## config.mk

```make
export PLATFORM = sky130hd
export DESIGN_NAME = logica_mantenimiento
export DESIGN_NICKNAME = d
export VERILOG_FILES = /design/src/rtl/mantenimiento_pkg.sv /design/src/rtl/sincronizador.sv /design/src/rtl/logica_mantenimiento.sv
export SDC_FILE = /design/constraint.sdc
export NUM_CORES = 1
export LEC_CHECK = 0
export ABC_AREA = 1
export BUFFER_PORTS_ARGS = -buffer_cell sky130_fd_sc_hd__buf_2
export CORE_MARGIN = 3
export CORE_UTILIZATION = 34
export CTS_BUF_LIST = sky130_fd_sc_hd__clkbuf_16
export DETAILED_ROUTE_END_ITERATION = 10
export PLACE_DENSITY_LB_ADDON = 0.08
export SKIP_CTS_REPAIR_TIMING = 1
export SYNTH_ARGS = -nofsm -noshare
export SYNTH_HDL_FRONTEND = slang
export SYNTH_SLANG_ARGS = --single-unit
export TNS_END_PERCENT = 100
```

## constraint.sdc

```tcl
create_clock -name clk -period 1.7 [get_ports clk]
set_input_delay 0.34 -clock clk [delete_from_list [all_inputs] [get_ports clk]]
set_output_delay 0.34 -clock clk [all_outputs]
set_load 0.1 [all_outputs]
```

## src/rtl/mantenimiento_pkg.sv

```systemverilog
// ============================================================================
// | Package : mantenimiento_pkg                                              |
// | Shared types and sizing helper for the maintenance-count next-state logic|
// | Revision: 1.0                                                            |
// ============================================================================
`default_nettype none

package mantenimiento_pkg;

    typedef enum logic [2:0] {
        IDLE     = 3'd0,
        FILTRO   = 3'd1,
        SERVICIO = 3'd2,
        COMMIT   = 3'd3,
        ESPERA   = 3'd4
    } estado_fsm_t;

    typedef logic [7:0] cuenta_t;

    // Phase counter must hold the longer of the two phase lengths.
    function automatic int unsigned cnt_w_f(input int unsigned a, input int unsigned b);
        return $clog2(((a > b) ? a : b) + 1);
    endfunction

    localparam int unsigned CNT_W_DEF = cnt_w_f(4, 8);

endpackage

`default_nettype wire

```

## src/rtl/sincronizador.sv

```systemverilog
// ============================================================================
// | Module  : sincronizador                                                  |
// | Two-flop synchroniser for an asynchronous single-bit input               |
// | Revision: 1.0                                                            |
// ============================================================================
`default_nettype none

module sincronizador (
    input  logic clk,
    input  logic reset,
    input  logic d,
    output logic q
);

    logic meta_q;

    always_ff @(posedge clk or negedge reset) begin
        if (!reset) begin
            meta_q <= 1'b0;
            q      <= 1'b0;
        end else begin
            meta_q <= d;
            q      <= meta_q;
        end
    end

endmodule

`default_nettype wire

```

## src/rtl/logica_mantenimiento.sv

```systemverilog
// ============================================================================
// | Module  : logica_mantenimiento                                           |
// | Debounced service sequence and saturating next-count for the register   |
// | Revision: 1.0                                                            |
// ============================================================================
`default_nettype none

module logica_mantenimiento
    import mantenimiento_pkg::*;
#(
    parameter int unsigned DEBOUNCE_CYCLES = 4,
    parameter int unsigned SERVICE_CYCLES  = 8,
    parameter cuenta_t     MAX_MANT        = 8'hFF,
    parameter cuenta_t     ALARM_THRESH    = 8'd10
) (
    input  logic    clk,
    input  logic    reset,
    input  logic    btn_mant,
    input  logic    btn_clr,
    input  cuenta_t estado_actual,
    output cuenta_t estado,
    output logic    servicio,
    output logic    listo,
    output logic    alarma
);

    localparam int unsigned      CNT_W    = cnt_w_f(DEBOUNCE_CYCLES, SERVICE_CYCLES);
    localparam logic [CNT_W-1:0] DEB_LAST = CNT_W'(DEBOUNCE_CYCLES - 1);
    localparam logic [CNT_W-1:0] SRV_LAST = CNT_W'(SERVICE_CYCLES - 1);

    estado_fsm_t      state_q, state_d;
    logic [CNT_W-1:0] cnt_q, cnt_d;
    logic             btn_s;
    logic [8:0]       suma;

    sincronizador u_sync (
        .clk   (clk),
        .reset (reset),
        .d     (btn_mant),
        .q     (btn_s)
    );

    always_ff @(posedge clk or negedge reset) begin
        if (!reset) begin
            state_q <= IDLE;
            cnt_q   <= '0;
        end else begin
            state_q <= state_d;
            cnt_q   <= cnt_d;
        end
    end

    always_comb begin
        state_d = state_q;
        case (state_q)
            IDLE:     if (btn_s) state_d = FILTRO;
            FILTRO: begin
                if (!btn_s)                 state_d = IDLE;
                else if (cnt_q == DEB_LAST) state_d = SERVICIO;
            end
            SERVICIO: if (cnt_q == SRV_LAST) state_d = COMMIT;
            COMMIT:   state_d = ESPERA;
            ESPERA:   if (!btn_s) state_d = IDLE;
            default:  state_d = IDLE;
        endcase
        if (btn_clr) state_d = IDLE;
    end

    // Counter restarts on every state entry and only advances in timed phases.
    always_comb begin
        cnt_d = cnt_q;
        if (btn_clr || (state_d != state_q)) begin
            cnt_d = '0;
        end else if (((state_q == FILTRO) || (state_q == SERVICIO)) && (cnt_q != '1)) begin
            cnt_d = cnt_q + 1'b1;
        end
    end

    assign suma = {1'b0, estado_actual} + 9'd1;

    always_comb begin
        estado   = estado_actual;
        listo    = 1'b0;
        servicio = (state_q == SERVICIO);
        if (state_q == COMMIT) begin
            listo  = 1'b1;
            estado = (suma > {1'b0, MAX_MANT}) ? MAX_MANT : suma[7:0];
        end
        if (btn_clr || !reset) begin
            estado = 8'h00;
            listo  = 1'b0;
        end
        if (!reset) servicio = 1'b0;
    end

    assign alarma = (estado_actual >= ALARM_THRESH);

endmodule

`default_nettype wire
```

==> results of run 1 <==
-- power by group through the flow --
stage,Sequential (W),Combinational (W),Clock [W]
detailed placement,0.000229,0.000273,0
finish,0.000226,0.000289,0.000404
global placement,0.000228,0.000269,0
floorplan,0.000227,0.000147,0
global route,0.000226,0.000310,0.000427
CTS,0.000226,0.000274,0.000414
-- layout make-up --
type,instances,area share
Tap cell,30,0.0216
Multi-Input combinational cell,115,0.413
Clock inverter,1,0.00216
Sequential cell,9,0.129
Inverter,29,0.0885
Timing Repair Buffer,52,0.302
Clock buffer,3,0.0432
-- cells in the final DEF (no fill, tap or decap), drive strengths merged, types with 3 or more instances in the layout --
master and n:
a21oi 11, buf 52, clkbuf 3, clkinvlp 8
dfrtp 9, ha 3, inv 22, nand2 42
nand3 16, nand4 6, nor2 23, o21ai 4
-- critical path, delay by kind of cell --
| kind | cells | cell delay [ps] |
|---|---|---|
| adder cells (fa/ha/maj) | 1 | 180 |
| AND/OR/NAND/NOR | 7 | 670 |
| buffers and inverters | 5 | 490 |
-- per-layer routing --
| metal | track usage | vias up | wire length (um) |
|---|---|---|---|
| li1 | - | 601 | - |
| met1 | 0.250 | 505 | 1360 |
| met2 | 0.282 | 22 | 1210 |
| met3 | 0.0526 | 2 | 127 |
| met4 | 0.0397 | 0 | 19 |
| met5 | 0 | - | 0 |
-- per-stage QoR --
step                 util  hold WS, ps
global route        0.683         40.5
floorplan               -         44.4
finish              0.683         28.3
detailed placement  0.624          282
CTS                 0.655         35.3
global placement    0.624          262
-- worst max-delay path by stage --
stage,from,end,slack (ps),cells past startpoint
2_1_floorplan,estado_actual[1],estado[5],-250,11
3_3_place_gp,estado_actual[0],estado[5],-460,13
3_5_place_dp,estado_actual[0],estado[5],-480,13
4_1_cts,estado_actual[0],estado[5],-490,13
5_1_grt,estado_actual[0],estado[3],-420,13
6_report,estado_actual[0],estado[3],-330,13
-- cells by family (layout without fill, tap and decap cells) --
logic type,after synthesis,count (layout),share of synthesized area
simple gates,93,93,0.476
buf+inv,30,85,0.121
fa+ha+maj,3,3,0.0404
flops,9,9,0.242
xor+xnor,2,2,0.0188
compound gates,17,17,0.101
-- flip-flops by register name, indices dropped and copies added (netlist names) --
signal         count
u_sync.meta_q      1
u_sync.q           1
cnt_q              4
state_q            3
==> impl_metrics.json, run 1 <==
{
  "clock_latency_ps": 230,
  "path_cells": "buf_12, inv_12, ha_4, inv_2, nand2_2, nor2_2, nand3_1, nor2_2, nand4_4, nand3_2, nand2_2, clkinvlp_4, buf_12",
  "ys_async_sr_fraction": 1.00,
  "wl_mm": 2.72,
  "first_iter_violations": 40,
  "drive_gt1_frac": 0.512,
  "crit_type": "in2out",
  "clkSlewWorstSetupHoldPaths_ps": 40,
  "rsz0062_at_grt": "true",
  "worst_setup_path_end_kind": "primary output",
  "swShare": 0.297,
  "final_nets": 225,
  "synth_area_per_cell_um2": 6.04,
  "finalSetupViolations": 8,
  "slew_headroom": 0.767,
  "fin_skew_ps": 1.98,
  "post-route-drc-count": 0,
  "rows": 18,
  "h-tree-depth": 1,
  "synth.distinct_cells": 26,
  "grt.total_usage": 0.182,
  "hp-class": "in2async",
  "violations": "setup timing",
  "placed_cells": 233,
  "yosysTopAreaCellShare": 0.242,
  "grt_pass1_vias": 1105,
  "worstPathRequired_ps": 1360,
  "numCtsBuffers": 3,
  "timing.rr.end": "cnt_q[3]$_DFFE_PN0P_",
  "critPathLaunchType": "input pin",
  "clkPwrFrac": 0.440,
  "worst_pin_slew_ps": 347,
  "period_share": 1.19,
  "drv_cap": 0,
  "netlist_area_um2": 930,
  "worst_slack_ps": -327,
  "synth_ff_type": "dfrtp_1",
  "synthTopCellsByArea": "dfrtp_1 24%, nand2_1 15%, inv_1 10%",
  "first_pass_iters": 4,
  "dieArea_mm2": 0.00340,
  "synth_nets": 169,
  "finalHoldViolCount": 0,
  "ctsRootBufferMaster": "clkbuf_16",
  "grt_overflow": 0,
  "irDropWorstVdd_mv": 0.673,
  "numPortBuffers": 22,
  "yosys.area.top_type": "dfrtp_1",
  "antenna_found_initial": 0,
  "post-route-cell-area_mm2": 0.00174,
  "core_area_mm2": 0.00254,
  "vias": 1130,
  "r2r_cells": 7,
  "fin_cells": 239,
  "critical_path_arrival_ps": 1690,
  "grt_max_degree": 14,
  "cts_buffer_depth": 2,
  "pwr-share-comb": 0.314,
  "switching_power_w": 0.000273,
  "synth_common_cells": "38 x nand2_1, 26 x inv_1, 20 x nor2_1",
  "cts.sinks": 9,
  "yosys_warnings": 0,
  "intPower_w": 0.000646,
  "place_area_mm2": 0.00159,
  "start_util": 0.365,
  "synth.most_common_cell": "nand2_1",
  "grt_pass1_wl_mm": 4.80,
  "seq_area_frac_synth": 0.242,
  "wl_per_cell_um": 11.4,
  "outcome": "complete, but fails checks",
  "crit_slowest_cell": "ha_4",
  "reg2reg_slack_ps": 170,
  "viasPerCell": 4.73,
  "max_stage_delay_ps": 180,
  "gp_congestion": 0.811,
  "finalPower_w": 0.000919,
  "ff_latch_area_um2": 225,
  "boundaryPins": 23,
  "report.final.slew_viol_count": 0,
  "fmax_mhz": 493,
  "synth_seq_cells": 9,
  "synthCells": 154,
  "antenna_cells": 0,
  "cts_tree": "yes",
  "leakage_nw": 0.764,
  "crit_fanout": 7,
  "multi_input_area_um2": 718,
  "place_ws_ps": -478,
  "synth-edff-count": 0,
  "setup_tns_ps": -2390,
  "cellPowerDensity_mw_per_mm2": 528,
  "ant_nets": 0,
  "seqPwrFrac": 0.246,
  "die_h_um": 58.3,
  "die_w_um": 58.3,
  "place_hpwl_mm": 2.25,
  "min_period_ps": 2030,
  "fillers": 237,
  "timing.rr.start": "state_q[1]$_DFF_PN0_",
  "syn_to_final_growth_pct": 87.1
}
(Power assumes the default switching activity.)
==> run 2: changes to the inputs <==
Settings changed: CELL_PAD_IN_SITES_DETAIL_PLACEMENT set to 0, CELL_PAD_IN_SITES_GLOBAL_PLACEMENT set to 1, CORE_UTILIZATION 34 to 32.
==> impl_metrics.json, run 2 (synthesis results as in run 1) <==
{
  "grt_max_degree": 15,
  "core_area_mm2": 0.00261,
  "hp-class": "in2async",
  "crit_end": "estado[3]",
  "switching_power_w": 0.000270,
  "top_regs": "cnt_q x4, state_q x3",
  "swShare": 0.294,
  "crit_type": "in2out",
  "grt_pass1_wl_mm": 4.50,
  "antenna_found_initial": 0,
  "report.final.slew_viol_count": 0,
  "clkPwrFrac": 0.435,
  "gp_congestion": 0.850,
  "cellPowerDensity_mw_per_mm2": 527,
  "h-tree-depth": 1,
  "place_area_mm2": 0.00157,
  "start_util": 0.356,
  "syn_to_final_growth_pct": 87.3,
  "cts_buffer_depth": 2,
  "ctsRootBufferMaster": "clkbuf_16",
  "leakage_nw": 0.757,
  "wl_mm": 2.73,
  "grt_overflow": 0,
  "worst_setup_path_end_kind": "primary output",
  "first_pass_iters": 5,
  "pwr-share-comb": 0.320,
  "fmax_mhz": 487,
  "fillers": 220,
  "reg2reg_slack_ps": 180,
  "dieArea_mm2": 0.00359,
  "rsz0062_at_grt": "true",
  "slew_headroom": 0.681,
  "r2r_cells": 8,
  "top_register": "cnt_q",
  "multi_input_area_um2": 738,
  "grt.total_usage": 0.166,
  "die_h_um": 59.9,
  "worst_slack_ps": -353,
  "crit_fanout": 7,
  "place_ws_ps": -491,
  "finalSetupViolations": 8,
  "violations": "setup timing",
  "critPathLaunch": "estado_actual[0]",
  "drive_gt1_frac": 0.527,
  "numCtsBuffers": 3,
  "post-route-drc-count": 0,
  "largest_register_ffs": 4,
  "boundaryPins": 23,
  "ff_latch_area_um2": 225,
  "grt_pass1_vias": 1045,
  "wl_per_cell_um": 11.5,
  "finalHoldViolCount": 0,
  "whs_ps": 30.4,
  "die_w_um": 59.9,
  "drv_cap": 0,
  "min_period_ps": 2050,
  "place_hpwl_mm": 2.20,
  "final_nets": 223,
  "clock_latency_ps": 230,
  "numPortBuffers": 22,
  "cts_tree": "yes",
  "critPathLaunchType": "input pin",
  "irDropWorstVdd_mv": 0.922,
  "seqPwrFrac": 0.245,
  "layout_common_cells": "27 x nand2_1, 27 x buf_4, 16 x inv_1",
  "ant_nets": 0,
  "antenna_cells": 0,
  "cts.sinks": 9,
  "vias": 1131,
  "clkSlewWorstSetupHoldPaths_ps": 40,
  "timing.rr.start": "cnt_q[0]$_DFFE_PN0P_",
  "worst_pin_slew_ps": 482,
  "intPower_w": 0.000648,
  "worstPathRequired_ps": 1360,
  "period_share": 1.21,
  "outcome": "complete, but fails checks",
  "viasPerCell": 4.77,
  "post-route-cell-area_mm2": 0.00174,
  "critical_path_arrival_ps": 1710,
  "first_iter_violations": 32,
  "rows": 18,
  "fin_skew_ps": 0.939,
  "timing.rr.end": "cnt_q[2]$_DFFE_PN0P_"
}
-- run 2: changes by cell type in the layout (fill, tap and decap cells not counted), moves of 2 or more --
cell and delta:
nand3_2 +2, nand3_1 -2, nor2_4 +2, buf_4 -3
-- run 2: worst min path at each step --
stage	startpoint	to	slack, ps
6_report	reset	state_q[1]$_DFF_PN0_	30
2_1_floorplan	reset	cnt_q[0]$_DFFE_PN0P_	40
3_5_place_dp	reset	u_sync.q$_DFF_PN0_	280
3_3_place_gp	reset	u_sync.meta_q$_DFF_PN0_	260
5_1_grt	reset	cnt_q[0]$_DFFE_PN0P_	50
4_1_cts	reset	u_sync.q$_DFF_PN0_	30
-- run 2: final cells by class --
type                    count  area share
clock buffers               3      0.0431
inverters                  29      0.0869
clock inverters             1     0.00216
well taps                  30      0.0216
repair buffers             50       0.293
multi-input cells         115       0.424
flip-flops and latches      9       0.129
-- run 2: power by group through the flow --
stage,combinational [W],sequential (W),clock [W]
final,0.000294,0.000225,0.000399
after global routing,0.000316,0.000225,0.000425
after CTS,0.000273,0.000225,0.000405
after detailed placement,0.000271,0.000228,0
after global placement,0.000268,0.000227,0
after floorplan,0.000147,0.000227,0
-- run 2: metal layers --
layer,vias to the layer above,share of wire,global-route usage
met5,-,0,0
met4,0,0.014,0.0380
met3,6,0.061,0.0432
met2,30,0.43,0.242
met1,499,0.50,0.243
li1,596,-,-
-- run 2: through the flow --
stage                     total power (W)  setup TNS [ps]  utilization  instances
after detailed placement         0.000499           -3800        0.602        231
after CTS                        0.000903           -3900        0.632        235
final                            0.000918           -2530        0.667        237
after floorplan                  0.000374           -1850            -        154
after global routing             0.000966           -3340        0.667        237
after global placement           0.000495           -3630        0.602        231
-- run 2: critical path: stages --
cell        delay (ps)
buf_12             100
inv_12              30
ha_4               150
nor2_2             110
nand2_2             60
nor2_2             120
nand3_2             90
nor2_4             110
nand4_4            160
nand3_2            130
nand2_2             60
clkinvlp_4          90
buf_12             170
